[src/rtl/conv5x5_frame_ctrl.sv]
// conv5x5_frame_ctrl
//   Frame sequencer for the per-channel 5x5 convolution engines. Accepts the
//   pixel stream through a valid/ready handshake and drives the engines'
//   data_valid strobe (conv_en). It tracks the raster position of the next
//   pixel and produces a window-valid tag. The tag is delayed to line up
//   with the engines' fixed pipeline latency. Pixel data does not pass
//   through this block.
//
// Ports
//   clock     in   sole clock, rising edge
//   reset     in   asynchronous active-low reset
//   start     in   one-cycle frame start request, sampled only in IDLE
//   abort     in   synchronous abort, back to IDLE from any state
//   s_valid   in   upstream pixel valid
//   s_ready   out  block can accept a pixel (RUN only)
//   conv_en   out  s_valid & s_ready, data_valid strobe to the engines
//   win_valid out  engine result of this cycle comes from a full 5x5 window
//   win_sof   out  first win_valid of the frame
//   win_eol   out  last win_valid of each output line
//   win_eof   out  last win_valid of the frame
//   x, y      out  raster position of the next pixel to be accepted
//   busy      out  state != IDLE
//   done      out  one-cycle pulse at frame completion
module conv5x5_frame_ctrl #(
  parameter int IMG_W    = 640,
  parameter int IMG_H    = 480,
  parameter int K        = 5,
  parameter int CW       = 12,
  parameter int PIPE_LAT = 4
) (
  input  logic          clock,
  input  logic          reset,
  input  logic          start,
  input  logic          abort,
  input  logic          s_valid,
  output logic          s_ready,
  output logic          conv_en,
  output logic          win_valid,
  output logic          win_sof,
  output logic          win_eol,
  output logic          win_eof,
  output logic [CW-1:0] x,
  output logic [CW-1:0] y,
  output logic          busy,
  output logic          done
);

  typedef enum logic [1:0] {
    ST_IDLE  = 2'd0,
    ST_RUN   = 2'd1,
    ST_FLUSH = 2'd2,
    ST_DONE  = 2'd3
  } state_t;

  localparam int            FW     = (PIPE_LAT > 1) ? $clog2(PIPE_LAT) : 1;
  localparam logic [CW-1:0] X_LAST = CW'(IMG_W - 1);
  localparam logic [CW-1:0] Y_LAST = CW'(IMG_H - 1);
  localparam logic [CW-1:0] K_M1   = CW'(K - 1);
  localparam logic [CW-1:0] ONE_XY = CW'(1);
  localparam logic [FW-1:0] F_LAST = FW'(PIPE_LAT - 1);
  localparam logic [FW-1:0] ONE_F  = FW'(1);

  state_t                   r_state;
  state_t                   w_state_nxt;
  logic [CW-1:0]            r_x;
  logic [CW-1:0]            r_y;
  logic [FW-1:0]            r_flush_cnt;
  logic [PIPE_LAT-1:0][3:0] r_pipe;

  logic                     w_accept;
  logic                     w_x_last;
  logic                     w_y_last;
  logic                     w_v;
  logic [3:0]               w_tag;

  assign conv_en  = s_valid & s_ready;
  assign w_accept = conv_en;
  assign w_x_last = (r_x == X_LAST);
  assign w_y_last = (r_y == Y_LAST);

  // Tag from the pre-increment position; only fully populated windows are valid.
  assign w_v   = w_accept & (r_x >= K_M1) & (r_y >= K_M1);
  assign w_tag = {w_v,
                  w_v & (r_x == K_M1) & (r_y == K_M1),
                  w_v & w_x_last,
                  w_v & w_x_last & w_y_last};

  assign x = r_x;
  assign y = r_y;
  assign {win_valid, win_sof, win_eol, win_eof} = r_pipe[PIPE_LAT-1];

  // State register.
  always_ff @(posedge clock or negedge reset) begin
    if (!reset) begin
      r_state <= ST_IDLE;
    end else begin
      r_state <= w_state_nxt;
    end
  end

  // Next-state logic; abort overrides every transition, including start.
  always_comb begin
    w_state_nxt = r_state;
    if (abort) begin
      w_state_nxt = ST_IDLE;
    end else begin
      case (r_state)
        ST_IDLE:  w_state_nxt = start ? ST_RUN : ST_IDLE;
        ST_RUN:   w_state_nxt = (w_accept & w_x_last & w_y_last) ? ST_FLUSH : ST_RUN;
        ST_FLUSH: w_state_nxt = (r_flush_cnt == F_LAST) ? ST_DONE : ST_FLUSH;
        ST_DONE:  w_state_nxt = ST_IDLE;
        default:  w_state_nxt = ST_IDLE;
      endcase
    end
  end

  // State-decoded outputs.
  always_comb begin
    s_ready = 1'b0;
    busy    = 1'b0;
    done    = 1'b0;
    case (r_state)
      ST_IDLE: begin
        s_ready = 1'b0;
      end
      ST_RUN: begin
        s_ready = 1'b1;
        busy    = 1'b1;
      end
      ST_FLUSH: begin
        busy = 1'b1;
      end
      ST_DONE: begin
        busy = 1'b1;
        done = 1'b1;
      end
      default: begin
        s_ready = 1'b0;
      end
    endcase
  end

  // Raster position; the last pixel wraps both counters back to the origin.
  always_ff @(posedge clock or negedge reset) begin
    if (!reset) begin
      r_x <= '0;
      r_y <= '0;
    end else if (abort || ((r_state == ST_IDLE) && start)) begin
      r_x <= '0;
      r_y <= '0;
    end else if (w_accept) begin
      if (w_x_last) begin
        r_x <= '0;
        r_y <= w_y_last ? '0 : (r_y + ONE_XY);
      end else begin
        r_x <= r_x + ONE_XY;
      end
    end else begin
      r_x <= r_x;
      r_y <= r_y;
    end
  end

  // Counts FLUSH cycles so the last tag drains before DONE.
  always_ff @(posedge clock or negedge reset) begin
    if (!reset) begin
      r_flush_cnt <= '0;
    end else if (abort || (r_state != ST_FLUSH)) begin
      r_flush_cnt <= '0;
    end else if (r_flush_cnt == F_LAST) begin
      r_flush_cnt <= '0;
    end else begin
      r_flush_cnt <= r_flush_cnt + ONE_F;
    end
  end

  // Tag delay line matching the engine latency; idle cycles shift in zeros.
  always_ff @(posedge clock or negedge reset) begin
    if (!reset) begin
      r_pipe <= '0;
    end else if (abort) begin
      r_pipe <= '0;
    end else begin
      r_pipe[0] <= w_tag;
      for (int i = 1; i < PIPE_LAT; i++) begin
        r_pipe[i] <= r_pipe[i-1];
      end
    end
  end

endmodule

[config.mk]
export PLATFORM = sky130hd
export DESIGN_NAME = conv5x5_frame_ctrl
export DESIGN_NICKNAME = d
export VERILOG_FILES = /design/src/rtl/conv5x5_frame_ctrl.sv
export SDC_FILE = /design/constraint.sdc
export NUM_CORES = 1
export LEC_CHECK = 0
export ABC_AREA = 1
export CORE_MARGIN = 2
export CORE_UTILIZATION = 45
export DETAILED_ROUTE_END_ITERATION = 8
export MAX_ROUTING_LAYER = met4
export PLACE_DENSITY_LB_ADDON = 0.3
export SETUP_SLACK_MARGIN = 0.05
export SLEW_MARGIN = 20
export SYNTH_ARGS = -nofsm -noshare
export SYNTH_HDL_FRONTEND = slang
export SYNTH_SLANG_ARGS = --single-unit
[constraint.sdc]
create_clock -name clock -period 2.03 [get_ports clock]
set_input_delay 0.203 -clock clock [delete_from_list [all_inputs] [get_ports clock]]
set_output_delay 0.203 -clock clock [all_outputs]
set_load 0.02 [all_outputs]
# Word level (Yosys, flattened, before mapping)
# Index checks and enable logic that the tools add are counted.
[op_classes]
reduce_logical = 8
n_lt_le_gt_ge = 2
bitwise_logic = 9
n_addsub = 3
eq_ne = 9
n_mux = 18
[op_table]
columns = ["operator", "n"]
rows = [
  ["12-bit two-way mux", 7],
  ["12-bit by 1-bit adder with 12-bit output, second input constant", 2],
  ["12-bit by 3-bit equality test with 1-bit output, second input constant", 2],
  ["12-bit by 3-bit >= comparator with 1-bit output, second input constant", 2],
  ["16-bit two-way mux", 1],
  ["12-bit by 10-bit equality test with 1-bit output, second input constant", 1],
  ["12-bit by 9-bit equality test with 1-bit output, second input constant", 1],
  ["1-bit bitwise AND", 9],
  ["2-bit two-way mux", 4],
  ["2-bit one-hot mux with 4 select lines", 1],
  ["2-bit equality test, second input constant", 3],
  ["1-bit two-way mux", 5],
  ["2-bit nonzero test", 2],
  ["3-bit OR reduction", 1],
  ["2-bit by 1-bit adder with 2-bit output, second input constant", 1],
  ["2-bit by 1-bit equality test with 1-bit output, second input constant", 1],
  ["2-bit zero test", 1],
  ["1-bit logical OR", 2],
  ["2-bit inequality test, second input constant", 1],
  ["2-bit AND reduction", 1],
  ["1-bit logical AND", 1],
]
[word_totals]
output_inout_bits = 32
register_bits = 44
wordCells = 57

# Logic depth before layout (Yosys ltp)
[depth]
ltp_word = 8
mapped_depth = 10

# Least setup slack after synthesis
# No wires, ideal clock.
[synth_path]
path_type = "register to register"
from = "register r_y[0] (netlist: y[0])"
to = "register r_y[10] (netlist: y[10])"
synth_period_minus_slack_ns = 1.558
required_time_ns = 1.913
arrival_time_ns = 1.442
setup_ns = 0.117
stages_incl_launch_ff = 11
path_buffers = 0
path_slack_ns = 0.472
path_cell_list = "dfrtp_1 ha_1 nand2_1 nor2_2 nand2_1 nor2_2 nand2_1 nand2_1 nand2_1 nand2_1 nand2_1"
[synth_between]
elab_chain_cells = 5
[synth_lines]
columns = ["item", "line_no", "rtl"]
rows = [
  ["start, declared", "66", "logic [CW-1:0] r_y;"],
  ["start signal, assigned", "154", "r_y <= w_y_last ? '0 : (r_y + ONE_XY);"],
  ["start signal, assigned", "160", "r_y <= r_y;"],
  ["12-bit by 1-bit adder with 12-bit output / 12-bit by 9-bit equality test with 1-bit output (equally long branches)", "154, 79", ""],
  ["12-bit two-way mux (*)", "154", ""],
  ["12-bit two-way mux (*)", "152", "if (w_x_last) begin"],
  ["12-bit two-way mux (*)", "151", "end else if (w_accept) begin"],
  ["12-bit two-way mux (*)", "148", "end else if (abort || ((r_state == ST_IDLE) && start)) begin"],
]
# Mark *: on every way between the ends. The rest lies on a longest branch, timed or not. The select of a mux whose other input is x is not followed.
# A chain may end at the register's enable or synchronous reset.

# Final worst setup path
[layout_path]
from = "register r_state[1]"
to = "output conv_en"
[layout_between]
elab_chain_cells = 3
[layout_lines]
columns = ["item", "line_no", "rtl"]
rows = [
  ["start, declared", "63", "state_t r_state;"],
  ["start signal, assigned", "97", "r_state <= w_state_nxt;"],
  ["2-bit by 1-bit equality test with 1-bit output", "122", "case (r_state)"],
  ["1-bit two-way mux", "122", ""],
  ["1-bit bitwise AND", "76", "assign conv_en = s_valid & s_ready;"],
  ["end, declared", "37", "output logic conv_en,"],
]
# Every way passes these cells.

==> run metrics <==
leakage power 1.392 nW; pwr/cell area 563.8 mW/mm²; Layout area overhead 23.71%; DRT iter0 DRCs 114; worst-path fanout max 4; mapped cell area about 0.0024 mm²; leading cell type in the layout, fill and taps excluded nand2_1; CP peak stage delay 0.65 ns; DP Wirelength 3.861 mm; most frequent cells in the layout nand2_1 (84), nor2_1 (51), inv_1 (45), dfrtp_1 (44), clkdlybuf4s50_1 (35); maximum clock frequency 518.2 MHz; Worst R2R End y[9]$_DFFE_PN0P_; Num Clock Sinks between 40 and 50; Syn Inst Count around 330; Slew @ Worst Pin 0.4607 ns; Setup crit end kind primary output; Worst VDD drop 0.2881 mV; Num CTS Buffers 5; Total GRT Usage 19.58%; Setup Crit Path Kind flip-flop to primary output; Resized cells post-CTS 0; period utilization 95.07%; setup violators final 0; initial antenna violation count 0; Final Cell Area slightly above 0.003 mm²; synthesized net count 336; Yosys warnings 0; status finished clean; reg-to-reg slack, setup 0.35 ns; number of synthesized register bits 44; Net count, final 380; worst reg2reg startpoint y[0]$_DFFE_PN0P_; # diodes 0; CTS tree built; worst reg2reg path depth 10; Top Usage Layer GRT met2; Max Slew Vio Count 0; port bufs 36; final WL 5.269 mm; vias in the first global route 1,980; first-pass GRT wire length 9.156 mm; unrepaired setup endpoints after global routing no; Ports 37; WP buf/inv 2; DP Area about 0.0029 mm²; crit path launch type flip-flop; layout cells sized above 1 about a tenth; Critical-path top delay cell clkdlybuf4s50_1; Tmin final 1.930 ns; Hold Slack 0.3707 ns; met3 Usage GRT 3.605%; Die W about 78 µm; Cell variety after synth 27; sequential area share after synthesis between 40% and 50%; clock insertion delay at the later pin of the skew report 0.31 ns; GR Util met2 30.17%; Bufs on Longest Clock Path 2; Via density about 4.9; gr ovfl total 0; Final GP Congestion around 0.85; Core Box Area 0.005172 mm²; Worst Skew 0.007170 ns; syn_area_per_cell 7.496 µm²; worst min-delay path class input port to asynchronous set/reset pin; M1 GR Usage roughly a quarter; Final ANT Viol Nets 0; via count 2,160; largest net degree at the start of global routing 27; Post-CTS Setup Inserts 0; drt wl/cell roughly 12 µm; Initial Util a little under half; setup_tns 0 ns; DIE AREA 0.006036 mm²; Final Hold Vio Count 0; max cap viols 0; Worst EP required 1.83 ns; DRT Pass-1 Iters 5; CTS H-Tree Depth 2; Rows 26; Clock transition at path regs 0.09 ns; crit-path cells inv_2 -> nand2_2 -> nor2_4 -> clkdlybuf4s50_1; Slew HR slightly below 70%; Arrival @ worst endpoint between 1.5 and 2 ns; CTS Root Cell clkbuf_8; Core Util, Final 58.44%; DRC 0; crit-path leading delay family buffers and inverters; chip height 77.69 µm; Critical Path Stages 4
==> cell type report <==
type,count,area [µm²]
Tap cell,70,87.58
Timing Repair Buffer,41,407.9
Fill cell,464,2150
Inverter,48,185.2
Multi-Input combinational cell,230,1126
Clock inverter,3,46.29
Clock buffer,5,68.82
Sequential cell,44,1101
==> worst max path at each step <==
stage                    startpoint           endpoint  slack, ns
3_5_place_dp                s_valid            conv_en       0.17
4_1_cts        r_state[1]$_DFF_PN0_            conv_en        0.1
6_report       r_state[1]$_DFF_PN0_            conv_en       0.10
5_1_grt        r_state[1]$_DFF_PN0_            conv_en       0.05
2_1_floorplan      y[0]$_DFFE_PN0P_  y[10]$_DFFE_PN0P_       0.47
3_3_place_gp                s_valid            conv_en       0.19
==> layer usage <==
metal	vias up	part of all wire, %
li1	1113	-
met4	0	1.3
met2	48	47
met1	992	48
met5	-	0
met3	7	4.1
==> cells in the mapped netlist <==
cell      instances  area share, %
o21ai_0          11            2.3
ha_1              5            2.6
inv_1            45            6.9
nand3_2           1           0.41
dfrtp_1          44             45
nor2_4            2           0.92
nor3_1            5            1.0
buf_6             2           0.92
nand4_1          11            2.8
nor2_8            1           0.82
xor2_1            3            1.1
nand3_1          30            6.1
o21ai_1           3           0.61
nand2_1          84             13
o21ai_2           4            1.4
nor2_1           51            7.8
a21oi_1           4           0.82
inv_6             1           0.36
or2_2             1           0.26
nand2_4           2           0.92
nand3b_1          3           0.92
inv_2             2           0.31
nor2_2            4            1.0
clkbuf_1          1           0.15
nand2_2           4            1.0
buf_2             1           0.20
nor3b_1           1           0.31
==> metrics by stage <==
step	setup WS (ns)	instances	total power, W
after CTS	0.09688	441	0.001724
after detailed placement	0.1744	432	0.001028
after global routing	0.05076	441	0.001774
after global placement	0.1887	432	0.001027
final	0.1001	441	0.001704
after floorplan	0.4718	326	0.0009762
==> timing repair <==
action / in CTS / in global routing
endpoints found under the setup margin: 0 / 0
endpoints found under the hold margin: 18 / 0
hold buffers: 1 / 0
==> flip-flops by register name, summed over array words and instances (netlist names) <==
register and cells:
x 12, r_flush_cnt 2, win_sof 1, win_eol 1, r_state 2, win_valid 1
r_pipe 12, y 12, win_eof 1
==> power by group <==
group / internal [W] / leakage (nW) / switching (W)
clock: 0.000371 / 0.0548 / 0.000322
sequential: 0.000878 / 0.614 / 0.00000329
combinational: 0.0000403 / 0.723 / 0.0000901
==> cells by family after synthesis <==
family / share of synthesized area [%]
adders and majority gates: 2.560
DFF: 45.06
and+or+nand+nor: 37.33
buffers and inverters: 8.858
xor gates and xnor gates: 1.075
AOI/OAI and AO/OA: 5.120
Power figures use the tool's default switching activity.
